### config.mk
export PLATFORM = sky130hd
export DESIGN_NAME = jram_sequencer
export DESIGN_NICKNAME = d
export VERILOG_FILES = /design/src/rtl/jram_sequencer.sv
export SDC_FILE = /design/constraint.sdc
export NUM_CORES = 1
export LEC_CHECK = 0
export ABC_AREA = 1
export BUFFER_PORTS_ARGS = -buffer_cell sky130_fd_sc_hd__buf_2
export CAP_MARGIN = 20
export CORE_ASPECT_RATIO = 0.9
export CORE_MARGIN = 10
export CORE_UTILIZATION = 47
export DETAILED_ROUTE_END_ITERATION = 16
export GPL_TIMING_DRIVEN = 0
export PLACE_DENSITY = 0.83
export SYNTH_ARGS = -nofsm -noshare
export SYNTH_HDL_FRONTEND = slang
export SYNTH_SLANG_ARGS = --single-unit
### constraint.sdc
create_clock -name CLK -period 1.6 [get_ports CLK]
set_clock_uncertainty 0.1 [all_clocks]
set_input_delay 0.48 -clock CLK [delete_from_list [all_inputs] [get_ports CLK]]
set_output_delay 0.48 -clock CLK [all_outputs]
set_load 0.005 [all_outputs]
### src/rtl/jram_sequencer.sv
// jram_sequencer: two-requester round-robin controller driving the jRAM
// control pins (MAR address, MAR set, RAM set, RAM enable).
// Every access runs MAR -> STROBE (STROBE_CYCLES) -> RESP -> IDLE.
// All jRAM-facing outputs, RSP_* and BUSY are registered from the next
// state so that no combinational glitch reaches the gate-level latches.
// REQ_READY is the only combinational output.
// Optional build macro JRAM_SEQ_CLEAR_EN: after reset, sweep zeros into every
// address before entering IDLE.
module jram_sequencer #(
  parameter int unsigned STROBE_CYCLES = 1,
  parameter int unsigned AW            = 8,
  parameter int unsigned DW            = 8
) (
  input  logic              CLK,
  input  logic              RESET,
  input  logic [1:0]        REQ_VALID,
  input  logic [1:0]        REQ_WE,
  input  logic [2*AW-1:0]   REQ_ADDR,
  input  logic [2*DW-1:0]   REQ_WDATA,
  output logic [1:0]        REQ_READY,
  output logic [1:0]        RSP_VALID,
  output logic [DW-1:0]     RSP_DATA,
  output logic              BUSY,
  output logic [AW-1:0]     RAM_MAR,
  output logic              RAM_SA,
  output logic [DW-1:0]     RAM_BUS_OUT,
  output logic              RAM_S,
  output logic              RAM_E,
  input  logic [DW-1:0]     RAM_BUS_IN
);

  typedef enum logic [1:0] {
    ST_IDLE,
    ST_MAR,
    ST_STROBE,
    ST_RESP
  } state_t;

  localparam logic [3:0] CNT_LOAD = 4'(STROBE_CYCLES - 1);

  state_t          state_q, state_d;
  logic            rr_q, rr_d;
  logic            gnt_q, gnt_d;
  logic            we_q, we_d;
  logic [AW-1:0]   addr_q, addr_d;
  logic [DW-1:0]   wdata_q, wdata_d;
  logic [DW-1:0]   rdata_q, rdata_d;
  logic [3:0]      cnt_q, cnt_d;

  logic [AW-1:0]   mar_q, mar_d;
  logic            sa_q, sa_d;
  logic            s_q, s_d;
  logic            e_q, e_d;
  logic [DW-1:0]   bus_out_q, bus_out_d;
  logic [1:0]      rsp_valid_q, rsp_valid_d;
  logic [DW-1:0]   rsp_data_q, rsp_data_d;
  logic            busy_q, busy_d;

  logic            gsel;
  logic            sweep_pending;

`ifdef JRAM_SEQ_CLEAR_EN
  logic            sweep_q, sweep_d;
  logic            clr_done_q, clr_done_d;
  assign sweep_pending = !clr_done_q;
`else
  assign sweep_pending = 1'b0;
`endif

  assign RAM_MAR     = mar_q;
  assign RAM_SA      = sa_q;
  assign RAM_S       = s_q;
  assign RAM_E       = e_q;
  assign RAM_BUS_OUT = bus_out_q;
  assign RSP_VALID   = rsp_valid_q;
  assign RSP_DATA    = rsp_data_q;
  assign BUSY        = busy_q;

  // Next-state, grant and next registered-output values.
  always_comb begin
    state_d     = state_q;
    rr_d        = rr_q;
    gnt_d       = gnt_q;
    we_d        = we_q;
    addr_d      = addr_q;
    wdata_d     = wdata_q;
    rdata_d     = rdata_q;
    cnt_d       = cnt_q;
    mar_d       = mar_q;
    sa_d        = 1'b0;
    s_d         = 1'b0;
    e_d         = 1'b0;
    bus_out_d   = '0;
    rsp_valid_d = '0;
    rsp_data_d  = rsp_data_q;
    busy_d      = 1'b0;
    REQ_READY   = '0;
    gsel        = rr_q;
`ifdef JRAM_SEQ_CLEAR_EN
    sweep_d     = sweep_q;
    clr_done_d  = clr_done_q;
`endif

    case (state_q)
      ST_IDLE: begin
        if (sweep_pending) begin
`ifdef JRAM_SEQ_CLEAR_EN
          // Clear sweep reuses the write path with a latched zero write.
          sweep_d = 1'b1;
          we_d    = 1'b1;
          wdata_d = '0;
          addr_d  = '0;
          state_d = ST_MAR;
`endif
        end else if (!RESET && (REQ_VALID != 2'b00)) begin
          gsel            = (REQ_VALID == 2'b11) ? rr_q : REQ_VALID[1];
          REQ_READY[gsel] = 1'b1;
          gnt_d           = gsel;
          we_d            = REQ_WE[gsel];
          addr_d          = gsel ? REQ_ADDR[2*AW-1:AW]  : REQ_ADDR[AW-1:0];
          wdata_d         = gsel ? REQ_WDATA[2*DW-1:DW] : REQ_WDATA[DW-1:0];
          state_d         = ST_MAR;
        end
      end
      ST_MAR: begin
        cnt_d   = CNT_LOAD;
        state_d = ST_STROBE;
      end
      ST_STROBE: begin
        if (cnt_q == '0) begin
          if (!we_q) rdata_d = RAM_BUS_IN;
`ifdef JRAM_SEQ_CLEAR_EN
          if (sweep_q) begin
            if (addr_q == '1) begin
              sweep_d    = 1'b0;
              clr_done_d = 1'b1;
              state_d    = ST_IDLE;
            end else begin
              addr_d  = addr_q + AW'(1);
              state_d = ST_MAR;
            end
          end else
`endif
          state_d = ST_RESP;
        end else begin
          cnt_d = cnt_q - 4'd1;
        end
      end
      ST_RESP: begin
        rr_d    = ~gnt_q;
        state_d = ST_IDLE;
      end
      default: state_d = ST_IDLE;
    endcase

    // Outputs are decoded from the state being entered so they register
    // in step with it.
    busy_d = (state_d != ST_IDLE);
    case (state_d)
      ST_MAR: begin
        mar_d = addr_d;
        sa_d  = 1'b1;
      end
      ST_STROBE: begin
        if (we_d) begin
          s_d       = 1'b1;
          bus_out_d = wdata_d;
        end else begin
          e_d = 1'b1;
        end
      end
      ST_RESP: begin
        rsp_valid_d[gnt_d] = 1'b1;
        rsp_data_d         = we_d ? wdata_d : rdata_d;
      end
      default: ;
    endcase
  end

  // State and registered outputs; synchronous active-high reset.
  always_ff @(posedge CLK) begin
    if (RESET) begin
      state_q     <= ST_IDLE;
      rr_q        <= 1'b0;
      gnt_q       <= 1'b0;
      we_q        <= 1'b0;
      addr_q      <= '0;
      wdata_q     <= '0;
      rdata_q     <= '0;
      cnt_q       <= '0;
      mar_q       <= '0;
      sa_q        <= 1'b0;
      s_q         <= 1'b0;
      e_q         <= 1'b0;
      bus_out_q   <= '0;
      rsp_valid_q <= '0;
      rsp_data_q  <= '0;
      busy_q      <= 1'b0;
`ifdef JRAM_SEQ_CLEAR_EN
      sweep_q     <= 1'b0;
      clr_done_q  <= 1'b0;
`endif
    end else begin
      state_q     <= state_d;
      rr_q        <= rr_d;
      gnt_q       <= gnt_d;
      we_q        <= we_d;
      addr_q      <= addr_d;
      wdata_q     <= wdata_d;
      rdata_q     <= rdata_d;
      cnt_q       <= cnt_d;
      mar_q       <= mar_d;
      sa_q        <= sa_d;
      s_q         <= s_d;
      e_q         <= e_d;
      bus_out_q   <= bus_out_d;
      rsp_valid_q <= rsp_valid_d;
      rsp_data_q  <= rsp_data_d;
      busy_q      <= busy_d;
`ifdef JRAM_SEQ_CLEAR_EN
      sweep_q     <= sweep_d;
      clr_done_q  <= clr_done_d;
`endif
    end
  end

endmodule

==> impl_metrics.py <==
metrics = {
    "run_status": {
        "status": "finished, violations left",
        "violations": "setup timing",
    },
    "setup_path": {
        "r2r_start": "state_q[1]$_SDFF_PP0_",
        "critPathMaxStageDelay_ns": 0.33,
        "crit_arrival_ns": 1.35,
        "critPathTopFamily": "flip-flops",
        "cp-end-kind": "primary output",
        "critPathBufInv": 4,
        "start_kind": "flop",
        "ff2ff_setup_slack_ns": -0.16,
        "reg2reg_depth": 9,
        "required_ns": 1.02,
        "critPathKind": "flop to primary output",
        "path_depth": 8,
        "path_max_fanout": 2,
        "rr_endpoint": "RSP_VALID[0]$_SDFF_PP0_",
        "path_cells": "inv_2 -> ha_4 -> nand2_4 -> nor2_4 -> buf_6 -> nand2_4 -> inv_6 -> buf_6",
        "crit_path_top_delay_cell": "dfxtp_2",
    },
    "routing": {
        "vias": 2935,
        "vias_per_cell": 5.22,
        "drc": 0,
        "drt_wl_total_um": 9050,
        "detail-route-antenna-nets": 0,
        "wl_per_cell_um": 16.1,
        "drt_iter0_drc": 137,
        "drt_pre_antenna_iters": 5,
    },
    "place": {
        "place_congestion": 0.812,
        "dpl_cell_area_sq_mm": 0.00332,
        "portBuffers": 76,
        "hpwl_um": 5490,
    },
    "cells_and_area": {
        "nets": 540,
        "diodes": 0,
        "area_growth_pct": 43.9,
        "layout-drive-gt1-share_pct": 45.3,
        "fin_area_sq_mm": 0.00409,
    },
    "floorplan": {
        "fp.dieH_um": 93.7,
        "rows": 26,
        "coreArea_sq_mm": 0.00576,
        "die_w_um": 102,
        "start_util_pct": 49.3,
        "pin_count": 78,
        "dieArea_sq_mm": 0.00955,
    },
    "clocking": {
        "clock_path_buffers": 2,
        "clockRootBuffer": "clkbuf_8",
        "clk_pin_slew_ns": 0.07,
        "cts_buffers": 9,
        "clock-sinks": 63,
        "insertion_delay_ns": 0.35,
        "cts_tree": "done",
        "htree_levels": 3,
    },
    "hold_path": {
        "holdPathEnd": "addr_q[4]$_SDFF_PP0_",
        "min_path_type": "primary input to flop",
        "whs_path_depth": 5,
        "hp-start": "REQ_ADDR[4]",
    },
    "global_route": {
        "grt_pass1_wl_um": 13500,
        "grt_pass1_vias": 2873,
        "grt_overflow_total": 0,
        "antenna_found_initial": 0,
        "grt_max_degree": 12,
        "globalRouteTotalUtil_pct": 17.7,
    },
    "synthesis": {
        "synthFlopType": "dfxtp_1",
        "synth_edf_count": 0,
        "synthSimpleGateAreaFrac_pct": 36.1,
        "synth-seq-cells": 63,
        "synth_compound_area_share_pct": 5.99,
        "syn_area_sq_mm": 0.00284,
        "ys_seq_area_share_pct": 44.4,
        "yosysWarnings": 0,
        "yosysTopAreaCell": "dfxtp_1",
        "syn_inst": 374,
        "synthMuxAreaShare_pct": 0,
        "synth.top_cell.area_share_pct": 44.4,
        "synth_area_leaders": "dfxtp_1 (44%), nand2_1 (14%), inv_1 (5.8%), nand3_1 (5.3%), nor2_1 (4.4%)",
        "synth_xor_area_share_pct": 0.617,
        "syn_area_per_cell_sq_um": 7.59,
        "netlist-cell-type-count": 28,
        "syn-num-nets": 427,
        "synth_top_family_by_area": "simple AND/OR/NAND/NOR gates",
        "async_reset_ff_share_pct": 0,
        "synthAdderAreaFrac_pct": 3.09,
    },
    "sta": {
        "period_needed_ns": 1.93,
        "worstMarginPinSlew_ns": 0.574,
        "grt_setup_unrepaired": "yes",
        "hold_violations": 0,
        "slew_headroom_pct": 61.7,
        "setup_viol": 37,
        "drv_slew": 0,
        "setup_ws_ns": -0.334,
        "fmax_ghz": 0.517,
        "finalCritPeriodShare_pct": 121,
    },
    "pwr": {
        "p_total_uw": 7250,
        "irDropWorstVdd_v": 0.000901,
        "p_per_area_mw_per_mm2": 1770,
        "p_leak_uw": 0.00209,
    },
    "job": {
        "max_cap_violations": 0,
    },
}
[metrics by stage]
stage,worst slack (ns),hold WS (ns),utilization (%),setup TNS (ns),cells
6_report,-0.334,0.341,71.0,-2.44,562
3_3_place_gp,-0.311,0.321,57.6,-4.82,520
5_1_grt,-0.404,0.342,71.0,-5.65,562
3_5_place_dp,-0.315,0.321,57.6,-6.20,520
2_1_floorplan,-0.0831,0.304,-,-0.0831,374
4_1_cts,-0.364,0.319,65.6,-0.969,554
[routing by layer]
layer	GRT usage [%]	routed length [um]	vias up
met5	0	0	-
li1	-	-	1401
met1	20.5	3540	1394
met2	29.6	4560	131
met4	5.28	87	0
met3	6.77	866	9
[Yosys cell counts (2+ instances only)]
cell	number
a21oi_1	22
buf_6	4
clkbuf_1	4
dfxtp_1	63
ha_1	7
inv_1	44
inv_2	2
inv_6	2
nand2_1	105
nand2_2	6
nand2_4	5
nand3_1	30
nand3_2	5
nand3_4	2
nand4_1	10
nor2_1	33
nor2_2	4
nor2_4	4
nor2_8	2
o21ai_0	12
[logic make-up (layout without fill, tap and decap cells)]
logic type                 count (synthesis)  in the layout
and+or+nand+nor                          207            210
DFF                                       63             63
buffers and inverters                     61            176
AOI/OAI and AO/OA                         34             34
adders and majority gates                  7              7
xor gates and xnor gates                   2              2
[layout by cell type, fill, tap and decap left out, types with 4 or more instances in the layout]
cell,count
nor2_1,28
ha_4,4
a21oi_1,21
nand2_4,15
buf_2,74
nor2_2,8
nand3_1,9
nor2_4,7
o21ai_0,9
buf_6,7
dfxtp_1,60
buf_4,20
nand4_1,10
clkbuf_8,9
nand2_2,19
clkbuf_1,5
nand2_1,81
inv_1,37
inv_2,9
nand3_2,22
nand3_4,7
[power breakdown]
group | internal [uW] | switching, uW | leakage [uW] | total [uW]
clock network | 553 | 660 | 0.0000781 | 1210
logic | 1590 | 2330 | 0.00149 | 3910
registers | 1960 | 169 | 0.000515 | 2130
total | 4100 | 3150 | 0.00209 | 7250
[worst reg2reg max path: stages, from the launching register on]
cell	delay [ns]
dfxtp_2	0.34
inv_2	0.05
ha_4	0.16
nand2_4	0.09
nor2_4	0.04
buf_6	0.12
buf_4	0.16
o21ai_0	0.43
nand2_1	0.10
nor2_1	0.09
[registers in the layout, summed over array words and instances, names as in the netlist]
signal       cells
RAM_BUS_OUT      8
RAM_MAR          8
RSP_DATA         8
addr_q           8
rdata_q          8
wdata_q          8
cnt_q            4
RSP_VALID        2
state_q          2
BUSY             1
RAM_E            1
RAM_S            1
RAM_SA           1
gnt_q            1
rr_q             1
we_q             1
[layout make-up]
| type | instances | area, sq um |
|---|---|---|
| Multi-Input combinational cell | 253 | 1680 |
| Fill cell | 423 | 1670 |
| Sequential cell | 63 | 1260 |
| Timing Repair Buffer | 98 | 583 |
| Inverter | 51 | 211 |
| Clock buffer | 10 | 128 |
| Tap cell | 70 | 87.6 |
| Buffer | 10 | 86.3 |
| Clock inverter | 6 | 37.5 |
| Timing Repair inverter | 1 | 6.26 |
[timing repair]
action | 4_1_cts | 5_1_grt
buffers inserted | 15 | 8
cloned | 3 | 1
endpoints found under the hold margin | 0 | 0
endpoints found under the setup margin | 37 | 44
hold buffers | 0 | 0
gates resized for setup | 42 | 58
pin swaps | 23 | 45
[how the worst max path moves through the flow]
stage,from,endpoint,slack [ns]
after floorplan,RESET,REQ_READY[0],-0.08
after global placement,RESET,REQ_READY[0],-0.31
after detailed placement,RESET,REQ_READY[0],-0.32
after CTS,state_q[1]$_SDFF_PP0_,REQ_READY[0],-0.36
after global routing,state_q[1]$_SDFF_PP0_,REQ_READY[0],-0.40
final,state_q[0]$_SDFF_PP0_,REQ_READY[0],-0.33
No activity file was read; power rests on OpenSTA's default activity.
